--- config.mk ---
export PLATFORM = sky130hd
export DESIGN_NAME = fetch_sequencer
export DESIGN_NICKNAME = d
export VERILOG_FILES = /design/src/rtl/fetch_pkg.sv /design/src/rtl/fetch_pc_next.sv /design/src/rtl/fetch_sequencer.sv
export SDC_FILE = /design/constraint.sdc
export NUM_CORES = 1
export LEC_CHECK = 0
export CORE_UTILIZATION = 40
export DETAILED_ROUTE_END_ITERATION = 10
export HOLD_SLACK_MARGIN = 0.05
export PLACE_DENSITY = 0.84
export SLEW_MARGIN = 40
export SYNTH_ARGS = -nofsm -noshare
export SYNTH_HDL_FRONTEND = slang
export SYNTH_SLANG_ARGS = --single-unit
--- constraint.sdc ---
create_clock -name Clk -period 2.15 [get_ports Clk]
set_input_delay 0.3225 -clock Clk [delete_from_list [all_inputs] [get_ports Clk]]
set_output_delay 0.3225 -clock Clk [all_outputs]
set_load 0.01 [all_outputs]
--- src/rtl/fetch_pkg.sv ---
// fetch_pkg: shared types, program entry points and halt opcode for the fetch sequencer.
package fetch_pkg;

  localparam int PC_W    = 8;
  localparam int INSTR_W = 9;

  typedef logic [PC_W-1:0]    pc_t;
  typedef logic [INSTR_W-1:0] instr_t;

  typedef enum logic [1:0] {
    IDLE = 2'd0,
    RUN  = 2'd1,
    DONE = 2'd2
  } state_t;

  localparam pc_t    ENTRY0  = 8'd0;   // product
  localparam pc_t    ENTRY1  = 8'd28;  // string match
  localparam pc_t    ENTRY2  = 8'd48;  // closest pair
  localparam instr_t HALT_OP = 9'b000_000_000;

  // Entry address for a program select; select 3 is never launched, so its value is unused.
  function automatic pc_t entry_addr(input logic [1:0] sel);
    case (sel)
      2'd1:    entry_addr = ENTRY1;
      2'd2:    entry_addr = ENTRY2;
      default: entry_addr = ENTRY0;
    endcase
  endfunction

endpackage

--- src/rtl/fetch_pc_next.sv ---
// fetch_pc_next: combinational next-PC select (entry on launch, target on branch,
// PC+1 on advance, otherwise hold). Priority decode is done by the caller.
module fetch_pc_next
  import fetch_pkg::*;
(
  input  logic       launch,    // IDLE with a valid Start
  input  logic       adv,       // RUN, not stalled, not halting
  input  logic [1:0] prog_sel,
  input  logic       branch,
  input  pc_t        target,
  input  pc_t        pc,
  output pc_t        pc_next
);

  // Hold is the fall-through: covers stall, halt, DONE and idle-without-launch.
  always_comb begin
    pc_next = pc;
    if (launch)
      pc_next = entry_addr(prog_sel);
    else if (adv && branch)
      pc_next = target;
    else if (adv)
      pc_next = pc + pc_t'(1);  // wraps 255 -> 0
  end

endmodule

--- src/rtl/fetch_sequencer.sv ---
// fetch_sequencer: PC controller for the three resident programs.
// Optional retired-instruction counter built only when FETCH_SEQ_INSTR_COUNT_EN is defined.
module fetch_sequencer
  import fetch_pkg::*;
(
  input  logic               Clk,
  input  logic               Reset,
  input  logic               Start,
  input  logic [1:0]         ProgSel,
  input  logic [INSTR_W-1:0] Instr,
  input  logic               BranchTaken,
  input  logic [PC_W-1:0]    Target,
  input  logic               Stall,
  output logic [PC_W-1:0]    PC,
  output logic               Running,
  output logic               Done,
  output logic [15:0]        InstrCount
);

  state_t state;
  pc_t    pc_nxt;
  logic   halt, launch, adv;

  assign halt   = (Instr == HALT_OP);
  assign launch = (state == IDLE) && Start && (ProgSel != 2'd3);
  assign adv    = (state == RUN) && !Stall && !halt;

  fetch_pc_next u_pc_next (
    .launch   (launch),
    .adv      (adv),
    .prog_sel (ProgSel),
    .branch   (BranchTaken),
    .target   (Target),
    .pc       (PC),
    .pc_next  (pc_nxt)
  );

  // Control FSM with PC register; Running/Done registered alongside the state.
  always_ff @(posedge Clk) begin
    if (Reset) begin
      state   <= IDLE;
      PC      <= '0;
      Running <= 1'b0;
      Done    <= 1'b0;
    end else begin
      PC <= pc_nxt;
      case (state)
        IDLE: if (launch) begin
          state   <= RUN;
          Running <= 1'b1;
        end
        RUN: if (!Stall && halt) begin
          state   <= DONE;
          Running <= 1'b0;
          Done    <= 1'b1;
        end
        DONE: if (!Start) begin
          state <= IDLE;
          Done  <= 1'b0;
        end
        default: begin
          state   <= IDLE;
          Running <= 1'b0;
          Done    <= 1'b0;
        end
      endcase
    end
  end

`ifdef FETCH_SEQ_INSTR_COUNT_EN
  logic [15:0] icnt;

  // Retired-instruction counter: cleared on launch, saturating, held outside RUN.
  always_ff @(posedge Clk) begin
    if (Reset)
      icnt <= '0;
    else if (launch)
      icnt <= '0;
    else if (adv && icnt != 16'hFFFF)
      icnt <= icnt + 16'd1;
  end

  assign InstrCount = icnt;
`else
  assign InstrCount = '0;
`endif

endmodule

# Yosys cells after proc, flatten, opt, wreduce, memory -nomap -nowiden
# Cells that the tools add are included.
[totals] romBits=0 reg_bits=12 mem_count=0 input_bits=24 ram_bits=0 latchBits=0
[classes] muxes=14 n_shift=0 add_sub_neg=1 n_reduce_logical=14 bitwise_logic=2 n_eq_ne=8 multipliers=0 div_mod_pow=0 magnitude_cmp=0
[op_table] operator="$mux 8" count=3
[op_table] operator="$pmux 6 s2" count=1
[op_table] operator="$logic_not 9->1" count=1
[op_table] operator="$reduce_and 3->1" count=3
[op_table] operator="$add 8x1->8 const B" count=1
[op_table] operator="$logic_and 1x1->1" count=6
[op_table] operator="$mux 2" count=3
[op_table] operator="$ne 2x2->1 const B" count=3
[op_table] operator="$pmux 1 s3" count=2
[op_table] operator="$pmux 2 s3" count=1
[op_table] operator="$eq 2x1->1 const B" count=2
[op_table] operator="$eq 2x2->1 const B" count=2
[op_table] operator="$mux 1" count=4
[op_table] operator="$reduce_bool 3->1" count=1
[op_table] operator="$logic_not 1->1" count=2
[op_table] operator="$logic_not 2->1" count=1
[op_table] operator="$ne 2x1->1 const B" count=1
[op_table] operator="$not 1->1" count=2

# Logic depth before layout (Yosys ltp)
# Gate-level depths: netlist of the first run.
[logic_depth] depth_word=6 ltp_mapped=6

# By module
# From an unflattened synthesis of the first run, not the netlist that was laid out.
[unflattened] hier_cells=112 area_unflattened_um2=900.9
[by_module_without_submodules] mod="fetch_sequencer" cells_per_inst=59 area_each_um2=568.0 instances=1 seq_area_each_um2=240.2
[by_module_without_submodules] mod="fetch_pc_next" cells_per_inst=53 area_each_um2=332.8 instances=1 seq_area_each_um2=0.0

# Least setup slack after synthesis of the first run
# OpenSTA, ideal clock, no wires.
[synth_path] kind="in2reg" start="input Instr[2]" end="register PC[2]" setup_ns=0.130 t_required_ns=2.020 setup_slack_ns=0.738 t_arrival_ns=1.282 cell_stages=6 path_cell_list="nor4_2 nand3_1 and3b_1 buf_6 nor3_1 a2111oi_2"
[synth_between] elab_chain_len=6 word_cells_on_any_way=7 classes_between="mux (2); reduce/logical (5)"
[synth_rtl] element="from (decl)" line="fetch_sequencer.sv:10" rtl="input logic [INSTR_W-1:0] Instr,"
[synth_rtl] element="$logic_not 9->1 (*)" line="fetch_sequencer.sv:24" rtl="assign halt = (Instr == HALT_OP);"
[synth_rtl] element="$logic_not 1->1 (*)" line="fetch_sequencer.sv:26" rtl="assign adv = (state == RUN) && !Stall && !halt;"
[synth_rtl] element="$logic_and 1x1->1 (*)" line="fetch_sequencer.sv:26"
[synth_rtl] element="$logic_and 1x1->1" line="fetch_pc_next.sv:20" rtl="else if (adv && branch)"
[synth_rtl] element="$mux 8" line="fetch_pc_next.sv:20"
[synth_rtl] element="$mux 8" line="fetch_pc_next.sv:18" rtl="if (launch)"
[synth_rtl] element="to (signal assigned)" line="fetch_sequencer.sv:46" rtl="PC <= pc_nxt;"
[synth_rtl] element="to (decl)" line="fetch_sequencer.sv:14" rtl="output logic [PC_W-1:0] PC,"
# Every way passes the cells marked *; elsewhere a longest branch is shown, timed or not.
# A chain may end at the register's enable or synchronous reset.

# Final worst setup path of the first run
# Same ends and word-level chain as after synthesis.

==> results of run 1 <==
## worst max path at each step
stage,endpoint,depth (start not counted),from,slack (ns)
floorplan,PC[2],6,Instr[2],0.74
global placement,PC[2],6,Instr[2],0.25
detailed placement,PC[2],6,Instr[2],0.16
CTS,PC[2],6,Instr[2],0.43
global route,PC[2],6,Instr[2],0.36
finish,PC[2],6,Instr[2],0.45
## worst min-delay path, delay by kind of cell (launching register included)
kind	cells	cell delay, ns
and+or+nand+nor	2	0.15
DFF	1	0.32
## area by class of cell
class                           instances  area share, %
Multi-Input combinational cell         93           45.2
Clock buffer                            4           3.03
Sequential cell                        12           20.1
Tap cell                               27           2.82
Inverter                                2          0.627
Timing Repair Buffer                   34           28.2
## state kept, by name, summed over array words and instances, names as in the netlist
signal and count:
Done 1, Running 1, state 2, PC 8
## placed cells by master (no fill, tap or decap), drive strengths merged, types with 3 or more instances in the layout
master	n
clkdlybuf4s50	33
conb	16
dfxtp	12
nand3	12
nor2	10
a21oi	10
nand2	6
nor3	5
xnor2	5
nand2b	4
ha	4
clkbuf	4
o21ai	3
o211ai	3
## layer usage
layer | global-route usage, % | vias to the layer above | share of wire, %
met5 | 0 | - | 0
met4 | 7.35 | 0 | 0.94
met3 | 2.18 | 4 | 5.8
met2 | 27.3 | 33 | 50
met1 | 20.2 | 373 | 43
li1 | - | 423 | -
## cells by family (layout without fill, tap and decap cells)
group | count (synthesis) | count (layout) | synth area share [%]
mux | 2 | 2 | 2.57
simple gates | 45 | 45 | 26.6
other cells | 1 | 16 | 0.428
buf+inv | 22 | 40 | 17.1
xor+xnor | 6 | 6 | 6.00
fa+ha+maj | 4 | 4 | 5.71
compound gates | 20 | 20 | 14.1
flops | 12 | 12 | 27.4
## power groups by stage
stage | Combinational, mW | Clock (mW) | Sequential, mW
after floorplan | 0.0919 | 0 | 0.256
after global placement | 0.146 | 0 | 0.253
after detailed placement | 0.149 | 0 | 0.254
after CTS | 0.151 | 0.180 | 0.249
after global routing | 0.163 | 0.190 | 0.251
final | 0.151 | 0.176 | 0.249
## cell usage after synthesis
master     count  share of area, %
a2111oi_2      1               1.7
nand3_1       12               6.9
o21a_1         1              0.86
buf_4         16                14
dfxtp_1       12                27
ha_1           4               5.7
inv_1          2              0.86
nand2b_1       4               2.9
a21oi_1       10               5.7
nand2_1        6               2.6
nor4_2         1               1.4
mux2_2         2               2.6
xnor2_1        5               5.0
o21ai_0        3               1.7
buf_6          1               1.3
or3_1          1              0.71
nor3_1         5               2.9
xor2_1         1               1.0
nor2_1        10               4.3
nor4_1         1              0.71
conb_1         1              0.43
and3b_1        1               1.0
clkbuf_1       3               1.3
o211ai_1       3               2.6
and3_1         2               1.4
and2b_2        1               1.0
nand3b_1       1              0.86
a21boi_0       1              0.86
a31oi_1        1              0.71
## through the flow
stage	utilization (%)	instances	area (sq um)
global route	59.8	172	1200
detailed placement	58.0	168	1160
finish	59.8	172	1200
floorplan	-	127	932
global placement	58.0	168	1160
CTS	59.8	172	1200
==> results.yml, run 1 <==
status:
  run_status: "complete, no violations"
hold_path:
  min_from: "Running"
  min_to: "Running"
  min_path_cells: 2
  min_path_type: "flop to flop"
timing:
  setup_tns_ns: 0
  rsz0062_at_grt: "false"
  setup_viol: 0
  period_minus_slack_ns: 1.70
  hold_viol_final: 0
  setup_ws_ns: 0.448
  maxSlewViolCount: 0
  fin_crit_sh_pct: 79.2
  finClkSkew_ns: 0.00218
  timing.hold.ws_ns: 0.512
  max_freq_mhz: 587
synth:
  ys_ff_latch: 12
  ys_seq_area_share_pct: 27.4
  synth_cell_types: 29
  syn-cell-area_sq_um: 876
  syn_area_per_cell_sq_um: 7.82
  yosys_warnings: 0
  syn_inst: 112
power:
  p_leak_nw: 0.472
  p_clk_share_pct: 30.6
  power_frac_seq_pct: 43.2
  internal_power_mw: 0.420
  switching_share_pct: 27.1
  combPwrFrac_pct: 26.2
  power_mw: 0.576
  powerDensity_mw_per_mm2: 481
  p_switching_mw: 0.156
  max-vdd-ir-drop_mv: 0.312
critical_path:
  critPathLaunchType: "input port"
  r2r-start: "state[1]"
  path_cells: "clkdlybuf4s50_1 -> nor4_2 -> nand3_1 -> and3b_1 -> nor3_1 -> a2111oi_2"
  critical-path-max-stage-delay_ns: 0.42
  cp.required_ns: 2.29
  cp-end-kind: "flop"
  critPathSlowestCell: "clkdlybuf4s50_1"
  r2r_slack_ns: 0.63
  reg2reg_depth: 4
  crit_type: "input port to flop"
  critPathBufInv: 1
  cp_top_family: "simple AND/OR/NAND/NOR gates"
  crit_arrival_ns: 1.85
  crit_fanout: 9
  reg2reg_to: "PC[2]"
die:
  num_io_pins: 50
  die_w_um: 48.8
  die_h_um: 48.8
  fp-row-count: 16
  dieArea_sq_mm: 0.00238
  core_sq_mm: 0.00200
  start_util_pct: 43.8
grt:
  grt_max_degree: 15
  antenna_found_initial: 0
  grt_pass1_wl_mm: 3.05
  overflow: 0
  grt_pass1_vias: 735
  grt_usage_pct: 16.2
clock_tree:
  cts_tree: "built"
  postCtsSetupRepairBufs: 0
  cts_sinks: 12
  cts.path.max_buffers: 2
  cts_resized: 0
  hold_buffers: 0
  cts_buffers: 3
  htreeDepth: 1
  clk_latency_ns: 0.27
  cts-root-buf: "clkbuf_4"
  cts.clk_slew.worst_paths_ns: 0.07
drt:
  postRouteAntennaNets: 0
  routed_via_density: 4.84
  finalWirelength_mm: 1.92
  dr.pass1.iters: 4
  wl_per_cell_um: 11.2
  drt_first_iter_violations: 16
  drc_errors: 0
  vias: 833
final_layout:
  final_nets: 174
  layout-drive-gt1-share_pct: 6.90
  multi_input_area_sq_um: 542
  syn_to_final_growth_pct: 36.7
  fillers: 190
  regArea_sq_um: 240
  insertedDiodeCount: 0
placed_design:
  io_buffers: 33
  dpl_worst_slack_ns: 0.165
  place.gp.congestion: 0.770
  hpwlAfterDp_mm: 1.50
flow_run:
  cap_viol_max_count: 0
No activity file was read; power rests on OpenSTA's default activity.
==> inputs of run 2 (changes only) <==
--- a/config.mk
+++ b/config.mk
@@ -5,10 +5,10 @@
 export SDC_FILE = /design/constraint.sdc
 export NUM_CORES = 1
 export LEC_CHECK = 0
-export CORE_UTILIZATION = 40
+export CORE_UTILIZATION = 37
 export DETAILED_ROUTE_END_ITERATION = 10
 export HOLD_SLACK_MARGIN = 0.05
-export PLACE_DENSITY = 0.84
+export PLACE_DENSITY = 0.78
 export SLEW_MARGIN = 40
 export SYNTH_ARGS = -nofsm -noshare
 export SYNTH_HDL_FRONTEND = slang
==> constraint.sdc (replaced) <==
create_clock -name Clk -period 1.8 [get_ports Clk]
set_input_delay 0.27 -clock Clk [delete_from_list [all_inputs] [get_ports Clk]]
set_output_delay 0.27 -clock Clk [all_outputs]
set_load 0.01 [all_outputs]
==> run 2 against run 1 <==
Compared with the run above:
- clock skew increased by 0.0023 ns
- wire length increased by 6.8%
- sequential power increased by 19%
- sequential share of layout area decreased by 0.41 points
- critical path depth unchanged
- global-route usage increased by 0.66 points
- clock power decreased by 9%
- final cell count increased by 2.9%
- critical path type unchanged
- first-iteration DRC count decreased by 25%
- non-clock buffer count increased by 5
- power increased by 12%
==> results.yml, run 2 (synthesized netlist as in run 1, its figures left out) <==
flow_run:
  cap_viol_max_count: 0
grt:
  grt_pass1_vias: 814
  grt_max_degree: 13
  grt.met2_usage_pct: 32.0
  overflow: 0
  grtUsageMet3_pct: 3.33
  gr-usage-met1_pct: 18.2
  antenna_found_initial: 0
  grt_usage_pct: 16.8
  grt_pass1_wl_mm: 3.32
  busiest_layer: "met2"
timing:
  maxSlewViolCount: 0
  rsz0062_at_grt: "false"
  finClkSkew_ns: 0.00447
  period_minus_slack_ns: 1.62
  fin_crit_sh_pct: 90.0
  hold_viol_final: 0
  setup_viol: 0
  max_freq_mhz: 617
clock_tree:
  cts.clk_slew.worst_paths_ns: 0.07
  hold_buffers: 0
  clk_latency_ns: 0.26
  htreeDepth: 1
  cts_tree: "built"
  cts-root-buf: "clkbuf_4"
  cts_resized: 0
  cts.path.max_buffers: 2
  postCtsSetupRepairBufs: 0
  cts_sinks: 12
  cts_buffers: 3
power:
  powerDensity_mw_per_mm2: 530
  max-vdd-ir-drop_mv: 0.288
  p_leak_nw: 0.488
drt:
  finalWirelength_mm: 2.05
  drc_errors: 0
  routed_via_density: 4.84
  wl_per_cell_um: 11.6
  dr.pass1.iters: 4
  drt_first_iter_violations: 12
  vias: 856
  postRouteAntennaNets: 0
final_layout:
  insertedDiodeCount: 0
  final_common_cell: "clkdlybuf4s50_1"
  reg_top3: "PC (8), state (2)"
  layout-drive-gt1-share_pct: 9.40
  layout_common_cells: "clkdlybuf4s50_1, conb_1, dfxtp_1, nand3_1"
  final_nets: 179
  largest_register: "PC"
  fin_area_sq_mm: 0.00122
  final_cells: 177
  syn_to_final_growth_pct: 39.6
  largest_register_ff_count: 8
  post-route-util_pct: 55.3
die:
  start_util_pct: 39.6
  fp-row-count: 17
  die_h_um: 50.7
  core_sq_mm: 0.00221
  num_io_pins: 50
  dieArea_sq_mm: 0.00257
  die_w_um: 50.7
critical_path:
  critPathBufInv: 1
  cp-end-kind: "flop"
  cp_top_family: "simple AND/OR/NAND/NOR gates"
  critPathLaunchType: "input port"
  critPathSlowestCell: "clkdlybuf4s50_1"
  crit_type: "input port to flop"
  critical-path-max-stage-delay_ns: 0.48
  path_cells: "clkdlybuf4s50_1 -> nor4_2 -> nand3_1 -> and3b_1 -> nor3_1 -> a2111oi_2"
  cp.required_ns: 1.96
  crit_arrival_ns: 1.78
  crit_fanout: 9
placed_design:
  hpwlAfterDp_mm: 1.67
  dp_cells: 174
  io_buffers: 33
  place_area_sq_mm: 0.00120
  place.gp.congestion: 0.835
status:
  run_status: "complete, no violations"
hold_path:
  min_path_type: "flop to flop"
==> run 2: cell types whose count changed in the layout (fill, tap and decap cells not counted) <==
cell      before  now
buf_4          1    6
clkbuf_8       1    0
==> run 2: worst min-delay path, stage by stage (launching register included) <==
cell and delay [ns]:
dfxtp_1 0.31, nor2_1 0.10, nor3_1 0.05
==> run 2: through the flow <==
stage               hold slack (ns)  worst slack [ns]  power [mW]  TNS (ns)
global route                  0.509            0.0230       0.686         0
finish                        0.496             0.180       0.648         0
detailed placement            0.485            -0.102       0.492    -0.239
CTS                           0.498             0.172       0.651         0
global placement              0.492           -0.0117       0.485   -0.0117
floorplan                     0.339             0.441       0.415         0
==> run 2: final timing paths <==
path	from	end	slack (ns)	cells after the start
setup / recovery	Instr[5]	PC[2]	0.18	6
hold / removal	Running	Running	0.50	2
setup reg to reg	state[1]	PC[2]	0.21	4
hold reg to reg	Running	Running	0.50	2
==> run 2: layout make-up <==
type	count	area, sq um
Tap cell	28	35.0
Clock buffer	3	22.5
Sequential cell	12	240
Multi-Input combinational cell	93	542
Timing Repair Buffer	39	375
Inverter	2	7.51
Fill cell	220	990
==> run 2: per-layer routing <==
metal / part of all wire [%] / vias to the layer above
met4: 0.49 / 0
li1: - / 433
met2: 51 / 37
met1: 41 / 384
met5: 0 / -
met3: 7.6 / 2
==> run 2: report_power, final <==
part | switching (mW) | leakage [nW] | internal (mW)
combinational | 0.0848 | 0.376 | 0.106
clock | 0.0837 | 0.0138 | 0.0772
sequential | 0.0167 | 0.0980 | 0.280
==> inputs of run 3 (changes only) <==
--- a/config.mk
+++ b/config.mk
@@ -5,10 +5,12 @@
 export SDC_FILE = /design/constraint.sdc
 export NUM_CORES = 1
 export LEC_CHECK = 0
+export CORE_ASPECT_RATIO = 0.9
 export CORE_UTILIZATION = 37
 export DETAILED_ROUTE_END_ITERATION = 10
 export HOLD_SLACK_MARGIN = 0.05
 export PLACE_DENSITY = 0.78
+export SKIP_LAST_GASP = 1
 export SLEW_MARGIN = 40
 export SYNTH_ARGS = -nofsm -noshare
 export SYNTH_HDL_FRONTEND = slang
==> run 3 against run 2 <==
Compared with the run above:
- wire length is essentially flat
- die area about the same
- power is essentially flat
- sequential share of layout area about the same
- combinational power barely moved
- final cell count shrank 0.56%
- via count down 0.47%
- critical endpoint unchanged
- largest power group unchanged
==> results.yml, run 3 (synthesized netlist as in run 1, its figures left out) <==
status:
  run_status: "complete, no violations"
timing:
  max_freq_mhz: 618
  fin_crit_sh_pct: 89.9
  rsz0062_at_grt: "false"
  period_minus_slack_ns: 1.62
  hold_viol_final: 0
  finClkSkew_ns: 0.00526
  maxSlewViolCount: 0
  setup_viol: 0
hold_path:
  min_to: "PC[7]"
  min_from: "PC[7]"
  min_path_cells: 2
  min_path_type: "flop to flop"
final_layout:
  multi_input_area_sq_um: 542
  largest_register_ff_count: 8
  layout-drive-gt1-share_pct: 9.40
  syn_to_final_growth_pct: 39.4
  fin_area_sq_mm: 0.00122
  fillers: 228
  regArea_sq_um: 240
  post-route-util_pct: 55.5
  insertedDiodeCount: 0
  reg_top3: "PC (8), state (2)"
  final_nets: 179
  largest_register: "PC"
  final_common_cell: "clkdlybuf4s50_1"
  layout_common_cells: "clkdlybuf4s50_1, conb_1, dfxtp_1, nand3_1"
power:
  powerDensity_mw_per_mm2: 530
  power_mw: 0.647
  p_leak_nw: 0.489
  max-vdd-ir-drop_mv: 0.573
placed_design:
  hpwlAfterDp_mm: 1.63
  place.gp.congestion: 0.822
  place_area_sq_mm: 0.00120
  io_buffers: 33
die:
  num_io_pins: 50
  die_h_um: 48.2
  fp-row-count: 16
  core_sq_mm: 0.00220
  die_w_um: 53.3
  start_util_pct: 39.8
  dieArea_sq_mm: 0.00257
clock_tree:
  clk_latency_ns: 0.27
  htreeDepth: 1
  cts_resized: 0
  cts_tree: "built"
  cts-root-buf: "clkbuf_4"
  cts.clk_slew.worst_paths_ns: 0.07
  postCtsSetupRepairBufs: 0
  cts_sinks: 12
  cts.path.max_buffers: 2
  cts_buffers: 3
  hold_buffers: 0
grt:
  grt_pass1_vias: 792
  antenna_found_initial: 0
  grt_max_degree: 13
  overflow: 0
  grt_usage_pct: 17.2
  grt_pass1_wl_mm: 3.21
critical_path:
  crit_arrival_ns: 1.76
  critPathSlowestCell: "clkdlybuf4s50_1"
  crit_type: "input port to flop"
  crit_fanout: 8
  path_cells: "clkdlybuf4s50_1 -> nor4_2 -> nand3_1 -> and3b_1 -> nor3_1 -> a2111oi_2"
  reg2reg_to: "PC[2]"
  cp-end-kind: "flop"
  cp.required_ns: 1.94
  critPathBufInv: 1
  r2r_slack_ns: 0.27
  r2r-start: "state[1]"
  cp_top_family: "simple AND/OR/NAND/NOR gates"
  reg2reg_depth: 4
  critPathLaunchType: "input port"
  critical-path-max-stage-delay_ns: 0.41
flow_run:
  cap_viol_max_count: 0
drt:
  drt_first_iter_violations: 8
  routed_via_density: 4.84
  dr.pass1.iters: 4
  wl_per_cell_um: 11.7
  finalWirelength_mm: 2.05
  vias: 852
  postRouteAntennaNets: 0
  drc_errors: 0
==> run 3: final cells by class <==
cell class / count / share of cell area, %
multi-input combinational: 93 / 44.4
timing repair buffer: 39 / 30.7
sequential: 12 / 19.7
tap: 27 / 2.77
clock buffer: 3 / 1.84
inverter: 2 / 0.615
==> run 3: report_power, final <==
part,internal [mW],leakage [nW],switching (mW)
Sequential,0.280,0.0980,0.0171
Clock,0.0775,0.0138,0.0853
Combinational,0.105,0.377,0.0828
Total,0.462,0.489,0.185
==> run 3: worst max path at each step <==
stage / from / to / slack [ns] / cells past startpoint
finish: Instr[2] / PC[2] / 0.18 / 6
global route: Instr[2] / PC[2] / 0.05 / 6
CTS: Instr[2] / PC[2] / 0.17 / 6
detailed placement: Instr[2] / PC[2] / -0.11 / 6
global placement: Instr[2] / PC[2] / -0.01 / 6
floorplan: Instr[2] / PC[2] / 0.44 / 6
==> run 3: layer usage <==
layer	GRT usage, %	wire (um)	vias to the layer above
met5	0	0	-
met1	20.0	818	385
li1	-	-	432
met3	4.67	147	0
met2	33.0	1090	35
met4	1.58	0	0
==> run 3: worst reg2reg max path, cell delays in order (launching register included) <==
cell       delay [ns]
dfxtp_1          0.35
and2b_2          0.26
and3b_1          0.37
nor3_1           0.12
a2111oi_2        0.34
==> run 3: stage by stage <==
step / setup slack, ns / instances / TNS [ns] / hold WS [ns]
finish: 0.182 / 176 / 0 / 0.505
global route: 0.0510 / 176 / 0 / 0.530
CTS: 0.173 / 176 / 0 / 0.508
detailed placement: -0.110 / 173 / -0.220 / 0.489
global placement: -0.0149 / 173 / -0.0149 / 0.482
floorplan: 0.441 / 127 / 0 / 0.339
==> RTL change, RTL diff (flow settings as in run 2) <==
Re-encode `state_t` (3 states) as one-hot, 3 bits wide.
--- a/src/rtl/fetch_pkg.sv
+++ b/src/rtl/fetch_pkg.sv
@@ -8,8 +8,8 @@
   typedef logic [INSTR_W-1:0] instr_t;
 
-  typedef enum logic [1:0] {
-    IDLE = 2'd0,
-    RUN  = 2'd1,
-    DONE = 2'd2
+  typedef enum logic [2:0] {
+    IDLE = 3'b001,
+    RUN  = 3'b010,
+    DONE = 3'b100
   } state_t;
 
Check against the original RTL: same outputs for any inputs over 10 cycles, from zero or initial values and one cycle with Reset high; not proved beyond that.
==> RTL change against run 2 <==
  * Synthesized area increased by 19%
  * Routed wire length grew 20%
  * Design area is 13% higher
  * Total power increased by 7.1%
  * Combinational power is 2% higher
  * Core utilization down 1.4 points
  * Largest power group unchanged
  * Worst setup slack worse by 0.00068 ns
  * Sequential cell count is 1 higher
  * Clock power is 15% higher
==> RTL change: results (changes against run 2) <==
outcome=finished clean; worst hold path endpoint=Done; CP Launch Type=flop; Final period util=90.0% (about the same); largest net degree at the start of global routing=15 (+2); vias in the first global route=808 (-0.74%); DR WL/cell=12.7 um (+9.9%); layout cells sized above 1=12.3% (+2.9 points); Seq/Total Area, Yosys=25.0% (-2.4 points); vias per inst=4.94 (+2.2%); initial DRC count=40 (+28); GRT Util Overall=16.8% (-0.053 points); Largest delay share family, worst path=buffers and inverters; combinational group power=194 uW (+2%); dpl cell area=0.00136 mm2 (+13%); XOR/XNOR share of the synthesized area=4.21% (-1.8 points); RR Startpoint=PC[0]; fill count=252 (+15%); Regs by FF count=PC (8), state (3); hold_ws=0.513 ns (+0.0163 ns); Leak Pwr=0.000555 uW (+14%); hold_sp=Done; Distinct cells, synth=40 (+38%); Seq group=315 uW (+6%); WP data arrival=1.35 ns (-0.43 ns); power density over the cells=502 mW/mm2 (-5.3%); NumNets Final=192 (+7.3%); GPL Wtd Cong=0.829 (-0.73%); dpl hpwl=1940 um (+16%); top post-synthesis cells by area=dfxtp_1 25%, buf_4 12%, nand2_1 5.0%; Adder-Cell Fraction of Synth Area=4.81% (-0.91 points); flop-to-flop setup slack=0.24 ns (+0.03 ns); Power Total=694 uW (+7.1%); worst reg-to-reg path cell count=6 (+2); end point of the critical path=PC[0]; first-pass GRT wire length=3570 um (+7.7%); Peak VDD IR=0.000282 V (-2.1%); CP peak stage delay=0.61 ns (+0.13 ns)
RTL change: changes by cell type in the layout (fill, tap and decap cells not counted), sizes merged, moves of 2 or more:
cell | before | now
nand3 | 12 | 6
nor3b | 0 | 3
and3 | 2 | 0
o21a | 1 | 3
nor3 | 5 | 3
o211ai | 3 | 1
o21ai | 3 | 6
a21oi | 10 | 5
nor2b | 0 | 2
mux2i | 0 | 3
nand2 | 6 | 14
a211oi | 0 | 2
RTL change: final cells by class:
| class | instances | area share, % |
|---|---|---|
| clock buffer | 4 | 1.90 |
| inverter | 3 | 0.814 |
| multi-input combinational | 104 | 48.6 |
| sequential | 13 | 18.8 |
| tap | 30 | 2.71 |
| timing repair buffer | 39 | 27.1 |
RTL change: per-layer routing:
layer / part of all wire (%) / wire (um) / global-route usage (%) / vias up
li1: - / - / - / 478
met1: 46 / 1130 / 22.5 / 441
met2: 47 / 1150 / 26.5 / 33
met3: 5.9 / 144 / 2.46 / 2
met4: 1.1 / 27 / 7.08 / 0
met5: 0 / 0 / 0 / -
